File: config.mk
export PLATFORM = sky130hd
export DESIGN_NAME = register_file_board
export DESIGN_NICKNAME = d
export VERILOG_FILES = /design/src/rtl/regfile_pkg.sv /design/src/rtl/regfile_bank.sv /design/src/rtl/register_file_board.sv
export SDC_FILE = /design/constraint.sdc
export NUM_CORES = 1
export LEC_CHECK = 0
export BUFFER_PORTS_ARGS = -buffer_cell sky130_fd_sc_hd__buf_2
export CAP_MARGIN = 20
export CORE_MARGIN = 3
export CORE_UTILIZATION = 45
export DETAILED_ROUTE_END_ITERATION = 7
export HOLD_SLACK_MARGIN = 0.06
export PLACE_DENSITY = 0.65
export SETUP_SLACK_MARGIN = 0.02
export SYNTH_ARGS = -nofsm -noshare
export SYNTH_HDL_FRONTEND = slang
export SYNTH_SLANG_ARGS = --single-unit
File: constraint.sdc
create_clock -name clk -period 2.56 [get_ports clk]
set_clock_uncertainty 0.2 [all_clocks]
set_input_delay 0.128 -clock clk [delete_from_list [all_inputs] [get_ports clk]]
set_output_delay 0.128 -clock clk [all_outputs]
set_load 0.005 [all_outputs]
File: src/rtl/regfile_pkg.sv
// Shared types and constants for the register file board.
// Index type is sized for the default 8-register configuration.
package regfile_pkg;

   localparam int unsigned DEF_NUM_REGS = 8;
   localparam int unsigned ZERO_IDX     = 0;

   typedef logic [$clog2(DEF_NUM_REGS)-1:0] reg_index_t;

   typedef enum logic {
      IDLE  = 1'b0,
      CLEAR = 1'b1
   } regfile_state_t;

endpackage

File: src/rtl/regfile_bank.sv
// One bank of general registers: a single write port, two combinational
// read ports, and register 0 forced to read zero.
module regfile_bank
   import regfile_pkg::*;
#(
   parameter int unsigned NUM_REGS = 8,
   parameter int unsigned WIDTH    = 16,
   localparam int unsigned IW      = $clog2(NUM_REGS)
) (
   input  logic             clk,
   input  logic             reset,
   input  logic             we_i,
   input  logic [IW-1:0]    waddr_i,
   input  logic [WIDTH-1:0] wdata_i,
   input  logic [IW-1:0]    ra_addr_i,
   input  logic [IW-1:0]    rb_addr_i,
   output logic [WIDTH-1:0] ra_data_o,
   output logic [WIDTH-1:0] rb_data_o
);

   logic [WIDTH-1:0] mem_q [NUM_REGS];

   always_ff @(posedge clk) begin
      if (reset) begin
         for (int i = 0; i < NUM_REGS; i++) mem_q[i] <= '0;
      end else if (we_i && (waddr_i != IW'(ZERO_IDX))) begin
         mem_q[waddr_i] <= wdata_i;
      end
   end

   assign ra_data_o = (ra_addr_i == IW'(ZERO_IDX)) ? '0 : mem_q[ra_addr_i];
   assign rb_data_o = (rb_addr_i == IW'(ZERO_IDX)) ? '0 : mem_q[rb_addr_i];

endmodule

File: src/rtl/register_file_board.sv
// Register file feeding the ALU board: registered A/B operands, write-through
// forwarding and a sequenced bulk clear. REGFILE_BANKS_EN adds a second bank.
module register_file_board
   import regfile_pkg::*;
#(
   parameter int unsigned NUM_REGS = 8,
   parameter int unsigned WIDTH    = 16,
   localparam int unsigned IW      = $clog2(NUM_REGS)
) (
   input  logic             clk,
   input  logic             reset,
   input  logic [IW-1:0]    a_sel,
   input  logic [IW-1:0]    b_sel,
   input  logic             read_en,
   output logic [WIDTH-1:0] a,
   output logic [WIDTH-1:0] b,
   input  logic [IW-1:0]    write_sel,
   input  logic             write_en,
   input  logic [WIDTH-1:0] d_in,
   input  logic             clear_req,
   output logic             busy,
   input  logic             bank_sel
);

   regfile_state_t   state_q, state_d;
   logic [IW-1:0]    cnt_q, cnt_d;
   logic [WIDTH-1:0] a_q, a_d, b_q, b_d;
   logic [WIDTH-1:0] rd_a, rd_b;
   logic             wr_en;
   logic [IW-1:0]    wr_addr;
   logic [WIDTH-1:0] wr_data;

   assign busy = (state_q == CLEAR);

   always_comb begin
      state_d = state_q;
      cnt_d   = cnt_q;
      case (state_q)
         IDLE: begin
            if (clear_req) begin
               state_d = CLEAR;
               cnt_d   = IW'(1);
            end
         end
         CLEAR: begin
            if (cnt_q == IW'(NUM_REGS - 1)) state_d = IDLE;
            else                            cnt_d   = cnt_q + IW'(1);
         end
         default: state_d = IDLE;
      endcase
   end

   always_ff @(posedge clk) begin
      if (reset) begin
         state_q <= IDLE;
         cnt_q   <= '0;
      end else begin
         state_q <= state_d;
         cnt_q   <= cnt_d;
      end
   end

   // While clearing, the single write port is stolen by the clear sequencer.
   always_comb begin
      wr_en   = busy ? 1'b1  : write_en;
      wr_addr = busy ? cnt_q : write_sel;
      wr_data = busy ? '0    : d_in;
   end

`ifdef REGFILE_BANKS_EN
   logic             clr_bank_q, clr_bank_d;
   logic             wr_bank;
   logic [WIDTH-1:0] rd_a0, rd_b0, rd_a1, rd_b1;

   assign clr_bank_d = (state_q == IDLE && clear_req) ? bank_sel : clr_bank_q;
   assign wr_bank    = busy ? clr_bank_q : bank_sel;

   always_ff @(posedge clk) begin
      if (reset) clr_bank_q <= 1'b0;
      else       clr_bank_q <= clr_bank_d;
   end

   regfile_bank #(.NUM_REGS(NUM_REGS), .WIDTH(WIDTH)) u_bank0 (
      .clk(clk), .reset(reset),
      .we_i(wr_en && !wr_bank), .waddr_i(wr_addr), .wdata_i(wr_data),
      .ra_addr_i(a_sel), .rb_addr_i(b_sel),
      .ra_data_o(rd_a0), .rb_data_o(rd_b0)
   );

   regfile_bank #(.NUM_REGS(NUM_REGS), .WIDTH(WIDTH)) u_bank1 (
      .clk(clk), .reset(reset),
      .we_i(wr_en && wr_bank), .waddr_i(wr_addr), .wdata_i(wr_data),
      .ra_addr_i(a_sel), .rb_addr_i(b_sel),
      .ra_data_o(rd_a1), .rb_data_o(rd_b1)
   );

   assign rd_a = bank_sel ? rd_a1 : rd_a0;
   assign rd_b = bank_sel ? rd_b1 : rd_b0;
`else
   logic unused_bank_sel;
   assign unused_bank_sel = bank_sel;

   regfile_bank #(.NUM_REGS(NUM_REGS), .WIDTH(WIDTH)) u_bank0 (
      .clk(clk), .reset(reset),
      .we_i(wr_en), .waddr_i(wr_addr), .wdata_i(wr_data),
      .ra_addr_i(a_sel), .rb_addr_i(b_sel),
      .ra_data_o(rd_a), .rb_data_o(rd_b)
   );
`endif

   // A same-cycle write to the selected register bypasses the array.
   always_comb begin
      a_d = rd_a;
      b_d = rd_b;
      if (write_en && (a_sel == write_sel) && (a_sel != IW'(ZERO_IDX))) a_d = d_in;
      if (write_en && (b_sel == write_sel) && (b_sel != IW'(ZERO_IDX))) b_d = d_in;
   end

   always_ff @(posedge clk) begin
      if (reset) begin
         a_q <= '0;
         b_q <= '0;
      end else if (read_en && !busy) begin
         a_q <= a_d;
         b_q <= b_d;
      end
   end

   assign a = a_q;
   assign b = b_q;

endmodule

# Word-level counts from Yosys, hierarchy flattened
# Memories as Yosys holds them, arrays and structs flattened.
# Cells that the tools add are included.
word_totals:
  regBits: 36
  latchBits: 0
  ramBits: 128
  romBits: 0
  output_inout_bits: 33
  elab_cells: 47
  memories: 1
memory_table:
  columns: ["memory", "words", "word_bits", "read_ports", "rd_clocked_by_memory_dff", "wr", "line", "rtl"]
  rows:
  - ["u_bank0.mem_q", 8, 16, 2, 0, 8, "regfile_bank.sv:21", "logic [WIDTH-1:0] mem_q [NUM_REGS];"]
op_classes:
  addsub: 1
  multipliers: 0
  div: 0
  magnitude_cmp: 0
  n_eq_ne: 5
  n_shift: 0
  n_mux: 21
  bitwise_logic: 1
  reduce_logical: 14
ops:
  columns: ["op", "count"]
  rows:
  - ["$mux 16", 6]
  - ["$reduce_or 16->1", 1]
  - ["$mux 3", 4]
  - ["$mux 1", 9]
  - ["$reduce_bool 3->1", 3]
  - ["$eq 3x3->1", 2]
  - ["$logic_and 1x1->1", 6]
  - ["$logic_not 3->1", 2]
  - ["$pmux 3 s2", 1]
  - ["$ne 2x2->1 const B", 2]
  - ["$add 3x1->3 const B", 1]
  - ["$eq 3x3->1 const B", 1]
  - ["$pmux 1 s2", 1]
  - ["$reduce_and 2->1", 1]
  - ["$logic_not 1->1", 1]
  - ["$not 1->1", 1]

# Depth between registers and ports, before layout
logic_depth:
  depth_word: 8
  mapped_depth: 7
  mapped_depth_nobuf: 6

# Cells and area by module
# From an unflattened synthesis, not the netlist that was laid out.
unflattened:
  hier_cells: 704
  hier_area_um2: 8242.9
by_module_without_submodules:
  columns: ["module", "instances", "cells_per_inst", "area_per_inst_um2", "seq_area_each_um2"]
  rows:
  - ["regfile_bank", 1, 468, 6169.7, 3363.2]
  - ["register_file_board", 1, 236, 2073.2, 720.7]

# Worst setup path before layout
# OpenSTA, ideal clock, no wires.
synth_path:
  path_kind: "reg2reg"
  startpoint: "register state_q, in the netlist busy"
  endpoint: "memory u_bank0.mem_q[1][0] (enable)"
  setup_ps: 372
  arrival_time_ps: 1863
  slack_ps: 126
  stages_incl_launch_ff: 7
  path_buffers: 2
  period_less_slack_ps: 2434
  cell_sequence: "dfxtp_1 clkbuf_1 clkinv_1 nor3_1 o21ai_1 clkbuf_1 nand2_1"
synth_rtl:
  columns: ["item", "line", "rtl"]
  rows:
  - ["start: declaration", "register_file_board.sv:25", "regfile_state_t state_q, state_d;"]
  - ["start signal: assignment", "register_file_board.sv:58", "state_q <= state_d;"]
  - ["end: declaration", "regfile_bank.sv:21", null]

==> impl_results.rst <==
.. list-table::
   :header-rows: 1

   * - Metric
     - Value
   * - Result of the run
     - completed
   * - Wire length of the first global-routing pass
     - ~36 mm
   * - Distinct cell type count after synthesis
     - 43
   * - Finish-stage setup viols
     - 0
   * - EDFF count, synth
     - 128
   * - Half-perimeter wire length of the detailed placement result
     - 15.27 mm
   * - Placeable core region
     - approximately 0.018 mm²
   * - Post-cts resize count
     - 0
   * - Worst-Margin Slew
     - roughly 1100 ps
   * - Critical path data arrival time
     - about 2200 ps
   * - Count of state elements after synthesis
     - between 150 and 200
   * - Commonest cells after routing, fill and taps aside
     - sky130_fd_sc_hd__nor2_1, sky130_fd_sc_hd__edfxtp_1, sky130_fd_sc_hd__buf_2, sky130_fd_sc_hd__mux4_2, sky130_fd_sc_hd__buf_4
   * - Number of buffers inserted for hold repair after clock tree synthesis
     - 18
   * - Ratio of cells with drive above 1 in the final layout
     - 0.2797
   * - Number of buffers inserted to repair setup after CTS
     - 0
   * - Vias in the first global route
     - ~6400
   * - Clock buffer count from CTS
     - 17
   * - Largest net degree at the start of global routing
     - 37
   * - Power per unit of standard cell area
     - between 600 and 700 mW/mm²
   * - Aggregate negative setup slack
     - 0 ps
   * - Antenna Cells
     - 0
   * - Synth Instances
     - 640
   * - Via density per instance
     - between 6 and 7
   * - Number of buffers added on ports
     - slightly above 60
   * - Share of synthesized area occupied by flip-flops and latches
     - 0.5582
   * - Hold crit path type
     - in2reg
   * - Worst supply voltage drop on vdd
     - 0.3559 mV
   * - Final ANT Viol Nets
     - 0
   * - # nets final
     - between 700 and 800
   * - CP Capture Type
     - register
   * - Number of hold violations in the final report
     - 0
   * - Max-cap viol count
     - 0
   * - Final worst path period need
     - 2303 ps
   * - Initial antenna violation count
     - 0
   * - Max FO, Critical Path
     - 16
   * - H-tree lvl count
     - 4
   * - Upper clock frequency limit
     - 434.2 MHz
   * - Critical path class
     - reg2reg
   * - Detailed router's first-iteration violation count
     - between 700 and 800
   * - Startpoint types
     - register
   * - Max-slew violations
     - 0
   * - Cell at the root of the clock tree
     - sky130_fd_sc_hd__clkbuf_16
   * - Floorplan die area
     - between 0.015 and 0.02 mm²
   * - Static leakage
     - 3.735 nW
   * - Global-route usage over all layers
     - 0.2475
   * - Proportion of register bits with asynchronous set or reset after synthesis
     - 0
   * - Min setup slack post-route
     - about 260 ps
   * - Total number of clock tree sinks
     - approximately 160
   * - Mean cell area of the mapped netlist
     - roughly 13 µm²
   * - RSZ-0062 raised after global routing
     - no
   * - Most frequently used flop master after synthesis
     - sky130_fd_sc_hd__edfxtp_1
   * - Detailed-routing iteration count for the pre-antenna-repair pass
     - 7
   * - CTS tree
     - built
   * - Synth warn
     - 0
   * - Vertical die dimension
     - about 140 µm
   * - Post-synthesis cell area
     - between 0.008 and 0.009 mm²
   * - Effective utilization at floorplan
     - 0.4663
   * - Final Total Pwr
     - a little under 7 mW
   * - Reg clk slew, reported paths
     - approximately 60 ps
   * - Area overhead of the layout relative to synthesis
     - 19.42%
   * - Detail-routed net length per standard cell
     - 24.50 µm
   * - Placement Setup Slack
     - slightly above 300 ps
   * - Vias
     - 6202
   * - Final wirelength
     - around 24 mm
   * - Placer congestion estimate
     - approximately 0.8
   * - Most common library cell in the layout ignoring fill and taps
     - sky130_fd_sc_hd__nor2_1
   * - Global-route congestion overflow total
     - 0
   * - Post-route clock period utilization
     - 0.8997
   * - Detailed-route DRC error count
     - 0
   * - Clock insertion delay at the later pin of the skew report
     - about 430 ps
   * - Required time at the endpoint of the critical path
     - ~2500 ps
   * - Count of pins on the block boundary
     - between 60 and 70
   * - Relative slew margins
     - 0.2849
   * - Number of rows in the core area
     - 48
   * - Clk buf depth
     - 2
   * - Horiz. Die Dim
     - 140.8 µm
flip-flops by register name, summed over array words and instances, names as in the netlist:
name / cells
b: 16
a: 16
u_bank0.mem_q: 128
busy: 1
cnt_q: 3
per-stage QoR:
stage	std cells	cell area [µm²]	utilization	hold slack [ps]
2_1_floorplan	655	8233	-	66.88
3_3_place_gp	933	8960	0.5109	185.4
3_5_place_dp	933	8960	0.5109	193.0
4_1_cts	983	9764	0.5568	66.46
5_1_grt	983	9764	0.5568	102.3
6_report	983	9764	0.5568	84.53
critical path, stage by stage, from the launching register on:
cell,delay [ps]
sky130_fd_sc_hd__dfxtp_1,650
sky130_fd_sc_hd__nand2_1,110
sky130_fd_sc_hd__a21oi_1,360
sky130_fd_sc_hd__o21ai_1,170
sky130_fd_sc_hd__nand2_1,280
sky130_fd_sc_hd__buf_4,240
final timing paths:
path	from	end	slack (ps)	cells after the start
setup / recovery	busy	u_bank0.mem_q[1][13]	260	5
setup reg to reg	busy	u_bank0.mem_q[1][13]	260	5
hold / removal	a_sel[0]	a[7]	80	3
hold reg to reg	cnt_q[0]	cnt_q[0]	320	1
where the power goes:
part / leakage, nW / switching, mW / internal [mW]
clock: 0.298 / 1.01 / 1.72
combinational: 1.82 / 0.508 / 0.395
sequential: 1.61 / 0.0887 / 3.03
kinds of logic after synthesis:
family / synth area share
xor gates and xnor gates: 0.005356
DFF: 0.5582
buffers and inverters: 0.03780
and+or+nand+nor: 0.1074
AOI/OAI and AO/OA: 0.09426
muxes: 0.1934
adders and majority gates: 0.003060
other: 0.0004586
synth_stat cells (all sizes together) (3+ instances only):
cell | number | share of area
inv | 17 | 0.0078
nand2 | 33 | 0.015
mux2 | 16 | 0.022
a221o | 16 | 0.021
a21oi | 3 | 0.0018
nor2 | 133 | 0.061
a222oi | 16 | 0.020
nor3 | 3 | 0.0018
dfxtp | 36 | 0.088
and2 | 7 | 0.0054
a41oi | 16 | 0.017
nor2b | 4 | 0.0031
buf | 15 | 0.012
nand3b | 3 | 0.0028
o22ai | 16 | 0.012
xnor2 | 5 | 0.0054
o21ai | 20 | 0.012
mux2i | 32 | 0.039
nand2b | 4 | 0.0031
clkbuf | 38 | 0.017
edfxtp | 128 | 0.47
and3 | 12 | 0.0092
mux4 | 48 | 0.13
layout make-up:
cell class | count | area (µm²)
Inverter | 18 | 67.56
Clock buffer | 22 | 444.2
Multi-Input combinational cell | 420 | 3368
Clock inverter | 10 | 180.2
Sequential cell | 164 | 4564
Timing Repair Buffer | 124 | 858.3
Tap cell | 225 | 281.5
Fill cell | 1407 | 7772
layer usage:
layer	track usage	vias to the layer above	routed length [µm]
li1	-	2648	-
met1	0.3135	3106	8976
met2	0.4181	391	11960
met3	0.05936	57	2478
met4	0.08618	0	666
met5	0	-	0
Power figures use the tool's default switching activity.
